`config.mk`:
```
export PLATFORM = sky130hd
export DESIGN_NAME = mcu_debug_responder_flat
export DESIGN_NICKNAME = d
export VERILOG_FILES = /design/src/rtl/mcu_debug_responder_if.sv /design/src/rtl/mcu_debug_responder.sv /design/src/flat_wrapper.sv
export SDC_FILE = /design/constraint.sdc
export NUM_CORES = 1
export LEC_CHECK = 0
export ABC_AREA = 1
export BUFFER_PORTS_ARGS = -buffer_cell sky130_fd_sc_hd__buf_4
export CAP_MARGIN = 20
export CORE_AREA = 2 2 137 139
export DETAILED_ROUTE_END_ITERATION = 8
export DIE_AREA = 0 0 139 141
export PLACE_DENSITY_LB_ADDON = 0.12
export SYNTH_ARGS = -nofsm -noshare
export SYNTH_HDL_FRONTEND = slang
export SYNTH_SLANG_ARGS = --single-unit
```
`constraint.sdc`:
```
create_clock -name i_clk -period 3.43 [get_ports i_clk]
set_input_delay 0.686 -clock i_clk [delete_from_list [all_inputs] [get_ports i_clk]]
set_output_delay 0.686 -clock i_clk [all_outputs]
set_load 0.005 [all_outputs]
```
`src/rtl/mcu_debug_responder_if.sv`:
```
// Debugger command bus plus core-side register-file/memory ports of the debug responder.
// The responder takes the slave view; the debugger/core environment takes the master view.
interface mcu_debug_responder_if;
    logic        valid;
    logic        pause;
    logic        resume;
    logic        dbg_reset;
    logic        reg_rd;
    logic        reg_wr;
    logic        mem_rd;
    logic        mem_wr;
    logic        mem_rw_byte;
    logic [31:0] addr;
    logic [31:0] d_in;
    logic [31:0] d_rd;
    logic [31:0] pc;
    logic        mcu_busy;
    logic        error;
    logic [31:0] core_pc;
    logic        core_halted;
    logic        core_stall;
    logic        core_reset;
    logic [4:0]  rf_addr;
    logic [31:0] rf_wd;
    logic        rf_we;
    logic [31:0] rf_rdata;
    logic [31:0] mem_addr;
    logic [31:0] mem_wd;
    logic [3:0]  mem_be;
    logic        mem_re;
    logic        mem_we;
    logic [31:0] mem_rdata;
    logic        mem_ack;

    modport slave (
        input  valid, pause, resume, dbg_reset, reg_rd, reg_wr, mem_rd, mem_wr,
        input  mem_rw_byte, addr, d_in, core_pc, core_halted, rf_rdata, mem_rdata, mem_ack,
        output d_rd, pc, mcu_busy, error, core_stall, core_reset,
        output rf_addr, rf_wd, rf_we, mem_addr, mem_wd, mem_be, mem_re, mem_we
    );

    modport master (
        output valid, pause, resume, dbg_reset, reg_rd, reg_wr, mem_rd, mem_wr,
        output mem_rw_byte, addr, d_in, core_pc, core_halted, rf_rdata, mem_rdata, mem_ack,
        input  d_rd, pc, mcu_busy, error, core_stall, core_reset,
        input  rf_addr, rf_wd, rf_we, mem_addr, mem_wd, mem_be, mem_re, mem_we
    );
endinterface

```
`src/rtl/mcu_debug_responder.sv`:
```
// Debug responder: stalls the core and runs one register/memory access per command; reg ops take 2 cycles,
// mem ops ack+1 (abort after TIMEOUT). No backpressure: commands arriving while busy are dropped with an error pulse.
module mcu_debug_responder #(
    parameter int TIMEOUT      = 255,
    parameter int RESET_CYCLES = 4
) (
    input  logic                 i_clk,
    input  logic                 i_reset_n,
    mcu_debug_responder_if.slave dbg
);
    localparam int MAXC = (TIMEOUT > RESET_CYCLES) ? TIMEOUT : RESET_CYCLES;
    localparam int CW   = $clog2(MAXC + 1);

    typedef enum logic [2:0] {
        ST_RUN, ST_HALTING, ST_HALTED, ST_REG_ACC, ST_MEM_WAIT, ST_RESETTING
    } state_t;

    state_t        r_state, w_state_nxt;
    logic [CW-1:0] r_cnt, w_cnt_nxt;
    logic          r_busy, w_busy_nxt;
    logic          r_error, w_error_nxt;
    logic          r_stall, w_stall_nxt;
    logic          r_core_rst, w_core_rst_nxt;
    logic [31:0]   r_d_rd, w_d_rd_nxt;
    logic [31:0]   r_pc, w_pc_nxt;
    logic          r_rd, w_rd_nxt;
    logic          r_byte, w_byte_nxt;
    logic [1:0]    r_lane, w_lane_nxt;
    logic [4:0]    r_rf_addr, w_rf_addr_nxt;
    logic [31:0]   r_rf_wd, w_rf_wd_nxt;
    logic          r_rf_we, w_rf_we_nxt;
    logic [31:0]   r_mem_addr, w_mem_addr_nxt;
    logic [31:0]   r_mem_wd, w_mem_wd_nxt;
    logic [3:0]    r_mem_be, w_mem_be_nxt;
    logic          r_mem_re, w_mem_re_nxt;
    logic          r_mem_we, w_mem_we_nxt;

    logic [6:0]    w_sel;
    logic [7:0]    w_lane_dat;

    assign w_sel      = {dbg.pause, dbg.resume, dbg.dbg_reset, dbg.reg_rd, dbg.reg_wr, dbg.mem_rd, dbg.mem_wr};
    assign w_lane_dat = dbg.mem_rdata[{r_lane, 3'b000} +: 8];

    always_ff @(posedge i_clk or negedge i_reset_n) begin
        if (!i_reset_n) begin
            r_state    <= ST_RUN;
            r_cnt      <= '0;
            r_busy     <= 1'b0;
            r_error    <= 1'b0;
            r_stall    <= 1'b0;
            r_core_rst <= 1'b0;
            r_d_rd     <= '0;
            r_pc       <= '0;
            r_rd       <= 1'b0;
            r_byte     <= 1'b0;
            r_lane     <= '0;
            r_rf_addr  <= '0;
            r_rf_wd    <= '0;
            r_rf_we    <= 1'b0;
            r_mem_addr <= '0;
            r_mem_wd   <= '0;
            r_mem_be   <= '0;
            r_mem_re   <= 1'b0;
            r_mem_we   <= 1'b0;
        end else begin
            r_state    <= w_state_nxt;
            r_cnt      <= w_cnt_nxt;
            r_busy     <= w_busy_nxt;
            r_error    <= w_error_nxt;
            r_stall    <= w_stall_nxt;
            r_core_rst <= w_core_rst_nxt;
            r_d_rd     <= w_d_rd_nxt;
            r_pc       <= w_pc_nxt;
            r_rd       <= w_rd_nxt;
            r_byte     <= w_byte_nxt;
            r_lane     <= w_lane_nxt;
            r_rf_addr  <= w_rf_addr_nxt;
            r_rf_wd    <= w_rf_wd_nxt;
            r_rf_we    <= w_rf_we_nxt;
            r_mem_addr <= w_mem_addr_nxt;
            r_mem_wd   <= w_mem_wd_nxt;
            r_mem_be   <= w_mem_be_nxt;
            r_mem_re   <= w_mem_re_nxt;
            r_mem_we   <= w_mem_we_nxt;
        end
    end

    always_comb begin
        w_state_nxt    = r_state;
        w_cnt_nxt      = r_cnt;
        w_error_nxt    = 1'b0;
        w_stall_nxt    = r_stall;
        w_core_rst_nxt = r_core_rst;
        w_d_rd_nxt     = r_d_rd;
        w_pc_nxt       = (r_state == ST_RUN) ? dbg.core_pc : r_pc;
        w_rd_nxt       = r_rd;
        w_byte_nxt     = r_byte;
        w_lane_nxt     = r_lane;
        w_rf_addr_nxt  = '0;
        w_rf_wd_nxt    = '0;
        w_rf_we_nxt    = 1'b0;
        w_mem_addr_nxt = r_mem_addr;
        w_mem_wd_nxt   = r_mem_wd;
        w_mem_be_nxt   = r_mem_be;
        w_mem_re_nxt   = r_mem_re;
        w_mem_we_nxt   = r_mem_we;

        case (r_state)
            ST_RUN, ST_HALTED: begin
                if (dbg.valid) begin
                    if (!$onehot(w_sel)) begin
                        w_error_nxt = 1'b1;
                    end else if (dbg.pause) begin
                        if (r_state == ST_RUN) begin
                            w_stall_nxt = 1'b1;
                            w_state_nxt = ST_HALTING;
                        end
                    end else if (dbg.resume) begin
                        if (r_state == ST_HALTED) begin
                            w_stall_nxt = 1'b0;
                            w_state_nxt = ST_RUN;
                        end
                    end else if (dbg.dbg_reset) begin
                        w_stall_nxt    = 1'b0;
                        w_core_rst_nxt = 1'b1;
                        w_cnt_nxt      = CW'(1);
                        w_state_nxt    = ST_RESETTING;
                    end else if (r_state != ST_HALTED) begin
                        w_error_nxt = 1'b1;
                    end else if (dbg.reg_rd || dbg.reg_wr) begin
                        if (dbg.addr[31:5] != '0) begin
                            w_error_nxt = 1'b1;
                        end else begin
                            w_state_nxt   = ST_REG_ACC;
                            w_rd_nxt      = dbg.reg_rd;
                            w_rf_addr_nxt = dbg.addr[4:0];
                            w_rf_wd_nxt   = dbg.reg_wr ? dbg.d_in : '0;
                            // x0 is hardwired; the write is silently dropped
                            w_rf_we_nxt   = dbg.reg_wr && (dbg.addr[4:0] != 5'd0);
                        end
                    end else if (!dbg.mem_rw_byte && (dbg.addr[1:0] != 2'b00)) begin
                        w_error_nxt = 1'b1;
                    end else begin
                        w_state_nxt    = ST_MEM_WAIT;
                        w_cnt_nxt      = CW'(1);
                        w_byte_nxt     = dbg.mem_rw_byte;
                        w_lane_nxt     = dbg.addr[1:0];
                        w_mem_addr_nxt = {dbg.addr[31:2], 2'b00};
                        w_mem_be_nxt   = dbg.mem_rw_byte ? (4'b0001 << dbg.addr[1:0]) : 4'b1111;
                        w_mem_wd_nxt   = dbg.mem_wr ? (dbg.mem_rw_byte ? {4{dbg.d_in[7:0]}} : dbg.d_in) : '0;
                        w_mem_re_nxt   = dbg.mem_rd;
                        w_mem_we_nxt   = dbg.mem_wr;
                    end
                end
            end
            ST_HALTING: begin
                if (dbg.core_halted) w_state_nxt = ST_HALTED;
            end
            ST_REG_ACC: begin
                if (r_rd) w_d_rd_nxt = dbg.rf_rdata;
                w_state_nxt = ST_HALTED;
            end
            ST_MEM_WAIT: begin
                if (dbg.mem_ack || (r_cnt == CW'(TIMEOUT))) begin
                    if (dbg.mem_ack && r_mem_re) begin
                        w_d_rd_nxt = r_byte ? {24'd0, w_lane_dat} : dbg.mem_rdata;
                    end
                    w_error_nxt    = !dbg.mem_ack;
                    w_state_nxt    = ST_HALTED;
                    w_mem_addr_nxt = '0;
                    w_mem_wd_nxt   = '0;
                    w_mem_be_nxt   = '0;
                    w_mem_re_nxt   = 1'b0;
                    w_mem_we_nxt   = 1'b0;
                end else begin
                    w_cnt_nxt = r_cnt + CW'(1);
                end
            end
            ST_RESETTING: begin
                if (r_cnt == CW'(RESET_CYCLES)) begin
                    w_core_rst_nxt = 1'b0;
                    w_state_nxt    = ST_RUN;
                end else begin
                    w_cnt_nxt = r_cnt + CW'(1);
                end
            end
            default: w_state_nxt = ST_RUN;
        endcase

        if (dbg.valid && (r_state != ST_RUN) && (r_state != ST_HALTED)) w_error_nxt = 1'b1;

        w_busy_nxt = (w_state_nxt == ST_HALTING) || (w_state_nxt == ST_REG_ACC) ||
                     (w_state_nxt == ST_MEM_WAIT) || (w_state_nxt == ST_RESETTING);
    end

    assign dbg.d_rd       = r_d_rd;
    assign dbg.pc         = r_pc;
    assign dbg.mcu_busy   = r_busy;
    assign dbg.error      = r_error;
    assign dbg.core_stall = r_stall;
    assign dbg.core_reset = r_core_rst;
    assign dbg.rf_addr    = r_rf_addr;
    assign dbg.rf_wd      = r_rf_wd;
    assign dbg.rf_we      = r_rf_we;
    assign dbg.mem_addr   = r_mem_addr;
    assign dbg.mem_wd     = r_mem_wd;
    assign dbg.mem_be     = r_mem_be;
    assign dbg.mem_re     = r_mem_re;
    assign dbg.mem_we     = r_mem_we;
endmodule

```
`src/flat_wrapper.sv`:
```
// flat-port wrapper written by rule: the top's interface ports become plain ports
module mcu_debug_responder_flat 
#(
    parameter int TIMEOUT      = 255,
    parameter int RESET_CYCLES = 4
)
  (i_clk, i_reset_n, dbg_valid, dbg_pause, dbg_resume, dbg_dbg_reset, dbg_reg_rd, dbg_reg_wr, dbg_mem_rd, dbg_mem_wr, dbg_mem_rw_byte, dbg_addr, dbg_d_in, dbg_core_pc, dbg_core_halted, dbg_rf_rdata, dbg_mem_rdata, dbg_mem_ack, dbg_d_rd, dbg_pc, dbg_mcu_busy, dbg_error, dbg_core_stall, dbg_core_reset, dbg_rf_addr, dbg_rf_wd, dbg_rf_we, dbg_mem_addr, dbg_mem_wd, dbg_mem_be, dbg_mem_re, dbg_mem_we);
  mcu_debug_responder_if dbg_i ();
  input  logic i_clk;
  input  logic i_reset_n;
  input wire logic [$bits(dbg_i.valid)-1:0] dbg_valid;
  input wire logic [$bits(dbg_i.pause)-1:0] dbg_pause;
  input wire logic [$bits(dbg_i.resume)-1:0] dbg_resume;
  input wire logic [$bits(dbg_i.dbg_reset)-1:0] dbg_dbg_reset;
  input wire logic [$bits(dbg_i.reg_rd)-1:0] dbg_reg_rd;
  input wire logic [$bits(dbg_i.reg_wr)-1:0] dbg_reg_wr;
  input wire logic [$bits(dbg_i.mem_rd)-1:0] dbg_mem_rd;
  input wire logic [$bits(dbg_i.mem_wr)-1:0] dbg_mem_wr;
  input wire logic [$bits(dbg_i.mem_rw_byte)-1:0] dbg_mem_rw_byte;
  input wire logic [$bits(dbg_i.addr)-1:0] dbg_addr;
  input wire logic [$bits(dbg_i.d_in)-1:0] dbg_d_in;
  input wire logic [$bits(dbg_i.core_pc)-1:0] dbg_core_pc;
  input wire logic [$bits(dbg_i.core_halted)-1:0] dbg_core_halted;
  input wire logic [$bits(dbg_i.rf_rdata)-1:0] dbg_rf_rdata;
  input wire logic [$bits(dbg_i.mem_rdata)-1:0] dbg_mem_rdata;
  input wire logic [$bits(dbg_i.mem_ack)-1:0] dbg_mem_ack;
  output wire logic [$bits(dbg_i.d_rd)-1:0] dbg_d_rd;
  output wire logic [$bits(dbg_i.pc)-1:0] dbg_pc;
  output wire logic [$bits(dbg_i.mcu_busy)-1:0] dbg_mcu_busy;
  output wire logic [$bits(dbg_i.error)-1:0] dbg_error;
  output wire logic [$bits(dbg_i.core_stall)-1:0] dbg_core_stall;
  output wire logic [$bits(dbg_i.core_reset)-1:0] dbg_core_reset;
  output wire logic [$bits(dbg_i.rf_addr)-1:0] dbg_rf_addr;
  output wire logic [$bits(dbg_i.rf_wd)-1:0] dbg_rf_wd;
  output wire logic [$bits(dbg_i.rf_we)-1:0] dbg_rf_we;
  output wire logic [$bits(dbg_i.mem_addr)-1:0] dbg_mem_addr;
  output wire logic [$bits(dbg_i.mem_wd)-1:0] dbg_mem_wd;
  output wire logic [$bits(dbg_i.mem_be)-1:0] dbg_mem_be;
  output wire logic [$bits(dbg_i.mem_re)-1:0] dbg_mem_re;
  output wire logic [$bits(dbg_i.mem_we)-1:0] dbg_mem_we;
  assign dbg_i.valid = dbg_valid;
  assign dbg_i.pause = dbg_pause;
  assign dbg_i.resume = dbg_resume;
  assign dbg_i.dbg_reset = dbg_dbg_reset;
  assign dbg_i.reg_rd = dbg_reg_rd;
  assign dbg_i.reg_wr = dbg_reg_wr;
  assign dbg_i.mem_rd = dbg_mem_rd;
  assign dbg_i.mem_wr = dbg_mem_wr;
  assign dbg_i.mem_rw_byte = dbg_mem_rw_byte;
  assign dbg_i.addr = dbg_addr;
  assign dbg_i.d_in = dbg_d_in;
  assign dbg_i.core_pc = dbg_core_pc;
  assign dbg_i.core_halted = dbg_core_halted;
  assign dbg_i.rf_rdata = dbg_rf_rdata;
  assign dbg_i.mem_rdata = dbg_mem_rdata;
  assign dbg_i.mem_ack = dbg_mem_ack;
  assign dbg_d_rd = dbg_i.d_rd;
  assign dbg_pc = dbg_i.pc;
  assign dbg_mcu_busy = dbg_i.mcu_busy;
  assign dbg_error = dbg_i.error;
  assign dbg_core_stall = dbg_i.core_stall;
  assign dbg_core_reset = dbg_i.core_reset;
  assign dbg_rf_addr = dbg_i.rf_addr;
  assign dbg_rf_wd = dbg_i.rf_wd;
  assign dbg_rf_we = dbg_i.rf_we;
  assign dbg_mem_addr = dbg_i.mem_addr;
  assign dbg_mem_wd = dbg_i.mem_wd;
  assign dbg_mem_be = dbg_i.mem_be;
  assign dbg_mem_re = dbg_i.mem_re;
  assign dbg_mem_we = dbg_i.mem_we;
  mcu_debug_responder #(.TIMEOUT(TIMEOUT), .RESET_CYCLES(RESET_CYCLES)) u_core (.i_clk(i_clk), .i_reset_n(i_reset_n), .dbg(dbg_i));
endmodule
```
==> summary.md <==
| Metric | Value |
|---|---|
| Clk Latency, worst-skew pair | 430 ps |
| Nets | 1479 |
| Yosys cell types | 39 |
| RSZ-0062 raised after global routing | no |
| Initial antenna violation count | 0 |
| Via count | 8029 |
| Vias in the first global route | 7943 |
| Final period util | 0.9325 |
| Total routed wirelength | 26.00 mm |
| Post-Syn Area | 8886 um^2 |
| Hold Slack | 270.1 ps |
| DIE AREA | 19600 um^2 |
| First-pass GRT wire length | 41.37 mm |
| CTS tree | yes |
| DRT iter0 DRCs | 590 |
| Worst Tran Pin Value | 1104 ps |
| Worst Hold Class | in2async |
| Pin count of the biggest net entering global routing | 100 |
| Final hold vios | 0 |
| Antenna Cells | 0 |
| Drc violations | 0 |
| Worst Path Max Fanout | 50 |
| Logic pwr share | 0.091 |
| Startpoint of the worst register-to-register path | u_core.r_state[1]$_DFF_PN0_ |
| Synth top area share | 0.5322 |
| Critical-path cell list | buf_4 > ha_1 > inv_1 > fa_1 > inv_1 > ha_1 > fa_1 > a21oi_1 > nand2_1 > o21ai_1 > o2111ai_4 > buf_12 > o21ai_0 |
| Router iterations before antenna repair | 5 |
| Sequential element share of the synthesized area | 0.5322 |
| Dpl cells | 1510 |
| Post-CTS Setup Bufs | 0 |
| Wire per inst | 16.86 um |
| Ports | 349 |
| Gr ovfl total | 0 |
| Main synth FF type | dfrtp_1 |
| Critical path arrival | 3520 ps |
| Flop pwr share | 0.482 |
| CP Class | in2reg |
| RePlAce Congestion | 0.8607 |
| Total CTS buffers | 17 |
| Synth warn | 0 |
| PwrDens | 381.7 nW/um^2 |
| #FFs+latches synth | 189 |
| Leak | 0.006269 uW |
| Startpoint Class | primary input |
| Switch Pwr | 1083 uW |
| Clock network power share | 0.427 |
| Die Height | 141 um |
| Starting density of the core | 0.4864 |
| Core area | 18270 um^2 |
| CP Capture Type | flip-flop |
| DPL Wire Length | 19.00 mm |
| Register-to-register setup slack | 910 ps |
| Post-Layout Cell Count | 1542 |
| Peak supply drop | 0.3560 mV |
| Asr flop ratio synth | 1.000 |
| Clock Path Buffers | 2 |
| H-tree depth | 4 |
| Crit path time final | 3198 ps |
| Post-synth top cells | nand2_1 (260), dfrtp_1 (189), nor2_1 (63) |
| Yosys top cell by area | dfrtp_1 |
| Slew Viols, Final | 0 |
| Critical Path Max Stage Delay | 510 ps |
| Root Buffer | clkbuf_16 |
| Synth top area cells | dfrtp_1 (53%), nand2_1 (11%), nor3b_2 (4.5%) |
| Hold Buf Count CTS | 0 |
| Number of max-cap violations | 0 |
| Power Internal | 3601 uW |
| Most common cell in the netlist | nand2_1 |
| Post-Syn Instances | 961 |
| IO Port Bufs | 346 |
| Slowest-stage cell, CP | fa_1 |
| Post-DR vias/cell | 5.207 |
| CTS clk-pin slew, worst paths | 70 ps |
| Worst clock skew | 9.744 ps |
| Share of layout cells above drive strength 1 | 0.3723 |
| Sw frac | 0.2312 |
| Die width | 139 um |
| Worst Path Required | 3760 ps |
| Post-synth EDFFs | 0 |
| GRT Util Overall | 0.2640 |
| Synth Area per Inst | 9.247 um^2 |
| Max Freq | 312.7 MHz |
| Layout area overhead | 38.12% |
| Critical Path Source | dbg_mem_wr |
| Outcome | complete, no violations |
| Count of final setup violators | 0 |
| Normalized max-slew margin | 0.2638 |
| Detail Route Antenna Nets | 0 |
| Clock sink count | 189 |
| Post-CTS sizing | 0 |
| FP Rows | 50 |
## stage by stage
| stage | utilization | setup WS (ps) | power (uW) | TNS, ps | cell area (um^2) |
|---|---|---|---|---|---|
| after floorplan | - | 126.2 | 2433 | 0 | 8890 |
| after CTS | 0.6718 | 258.7 | 4730 | 0 | 12270 |
| after global routing | 0.6718 | 13.89 | 4850 | 0 | 12270 |
| after detailed placement | 0.6394 | -177.4 | 2729 | -11510 | 11680 |
| final | 0.6718 | 231.7 | 4684 | 0 | 12270 |
| after global placement | 0.6394 | -93.82 | 2722 | -4679 | 11680 |
## state kept, by name (all words and copies together), names as in the netlist
name and cells:
u_core.dbg.rf_addr 5, u_core.r_cnt 8, u_core.dbg.mem_addr 30, u_core.r_byte 1
u_core.dbg.mcu_busy 1, u_core.dbg.rf_we 1, u_core.r_state 3, u_core.dbg.mem_re 1
u_core.dbg.mem_be 4, u_core.dbg.error 1, u_core.r_rd 1, u_core.dbg.core_stall 1
u_core.dbg.core_reset 1, u_core.dbg.rf_wd 32, u_core.r_lane 2, u_core.dbg.d_rd 32
u_core.dbg.mem_we 1, u_core.dbg.pc 32, u_core.dbg.mem_wd 32
## routing by layer
layer / track usage / routed length, um
met1: 0.3392 / 10800
met2: 0.4345 / 12510
met3: 0.06895 / 1949
met4: 0.09729 / 740
met5: 0 / 0
## cell usage in the layout (no fill, tap or decap), types with 3 or more instances in the layout
| master | Yosys | routed |
|---|---|---|
| nand3_1 | 48 | 48 |
| nand4_1 | 9 | 9 |
| inv_2 | 7 | 6 |
| nor3b_1 | 4 | 4 |
| clkinv_1 | 3 | 3 |
| clkbuf_16 | 0 | 17 |
| clkbuf_8 | 0 | 3 |
| nand2_2 | 3 | 4 |
| inv_6 | 0 | 3 |
| o21ai_0 | 57 | 57 |
| nor2_1 | 63 | 63 |
| a31oi_1 | 25 | 25 |
| o211ai_1 | 8 | 8 |
| ha_1 | 8 | 8 |
| o21ai_1 | 33 | 33 |
| mux2_2 | 32 | 32 |
| inv_1 | 48 | 48 |
| nor3b_2 | 32 | 32 |
| fa_1 | 3 | 3 |
| nand2_1 | 260 | 259 |
| nor3_1 | 7 | 7 |
| a21oi_1 | 48 | 48 |
| buf_4 | 10 | 365 |
| buf_12 | 0 | 4 |
| dfrtp_1 | 189 | 189 |
| clkinv_2 | 0 | 3 |
## critical path: cells and delay by family
kind	cells	cell delay [ps]
buf+inv	4	460
fa+ha+maj	4	1440
simple gates	1	90
compound gates	4	820
## cells by family after synthesis
logic type / synth area share
and+or+nand+nor: 0.2381
DFF: 0.5322
AOI/OAI and AO/OA: 0.1079
buffers and inverters: 0.06280
muxes: 0.04055
adders and majority gates: 0.01802
other: 0.0004220
## layout make-up
type | instances | area (um^2)
clock buffer | 21 | 460.4
timing repair buffer | 370 | 2834
sequential | 189 | 4730
fill | 1536 | 5995
tap | 234 | 292.8
inverter | 58 | 219.0
clock inverter | 11 | 132.6
multi-input combinational | 659 | 3605
## power by group through the flow
stage / sequential [uW] / combinational (uW) / clock (uW)
floorplan: 2300 / 132 / 0
global placement: 2300 / 424 / 0
detailed placement: 2300 / 430 / 0
CTS: 2260 / 432 / 2040
global route: 2260 / 478 / 2110
finish: 2260 / 427 / 2000
## final timing paths
path,end,depth (start not counted)
max,u_core.dbg.mem_wd[7]$_DFFE_PN0P_,13
min,u_core.dbg.mem_addr[13]$_DFFE_PN0P_,1
max reg2reg,u_core.dbg.d_rd[7]$_DFFE_PN0P_,9
min reg2reg,u_core.dbg.core_stall$_DFFE_PN0P_,2
max in group asynchronous,u_core.dbg.rf_wd[6]$_DFF_PN0_,2
min in group i_clk,u_core.dbg.pc[1]$_DFFE_PN0P_,2
Note: power is estimated with default switching activity, not from simulation.
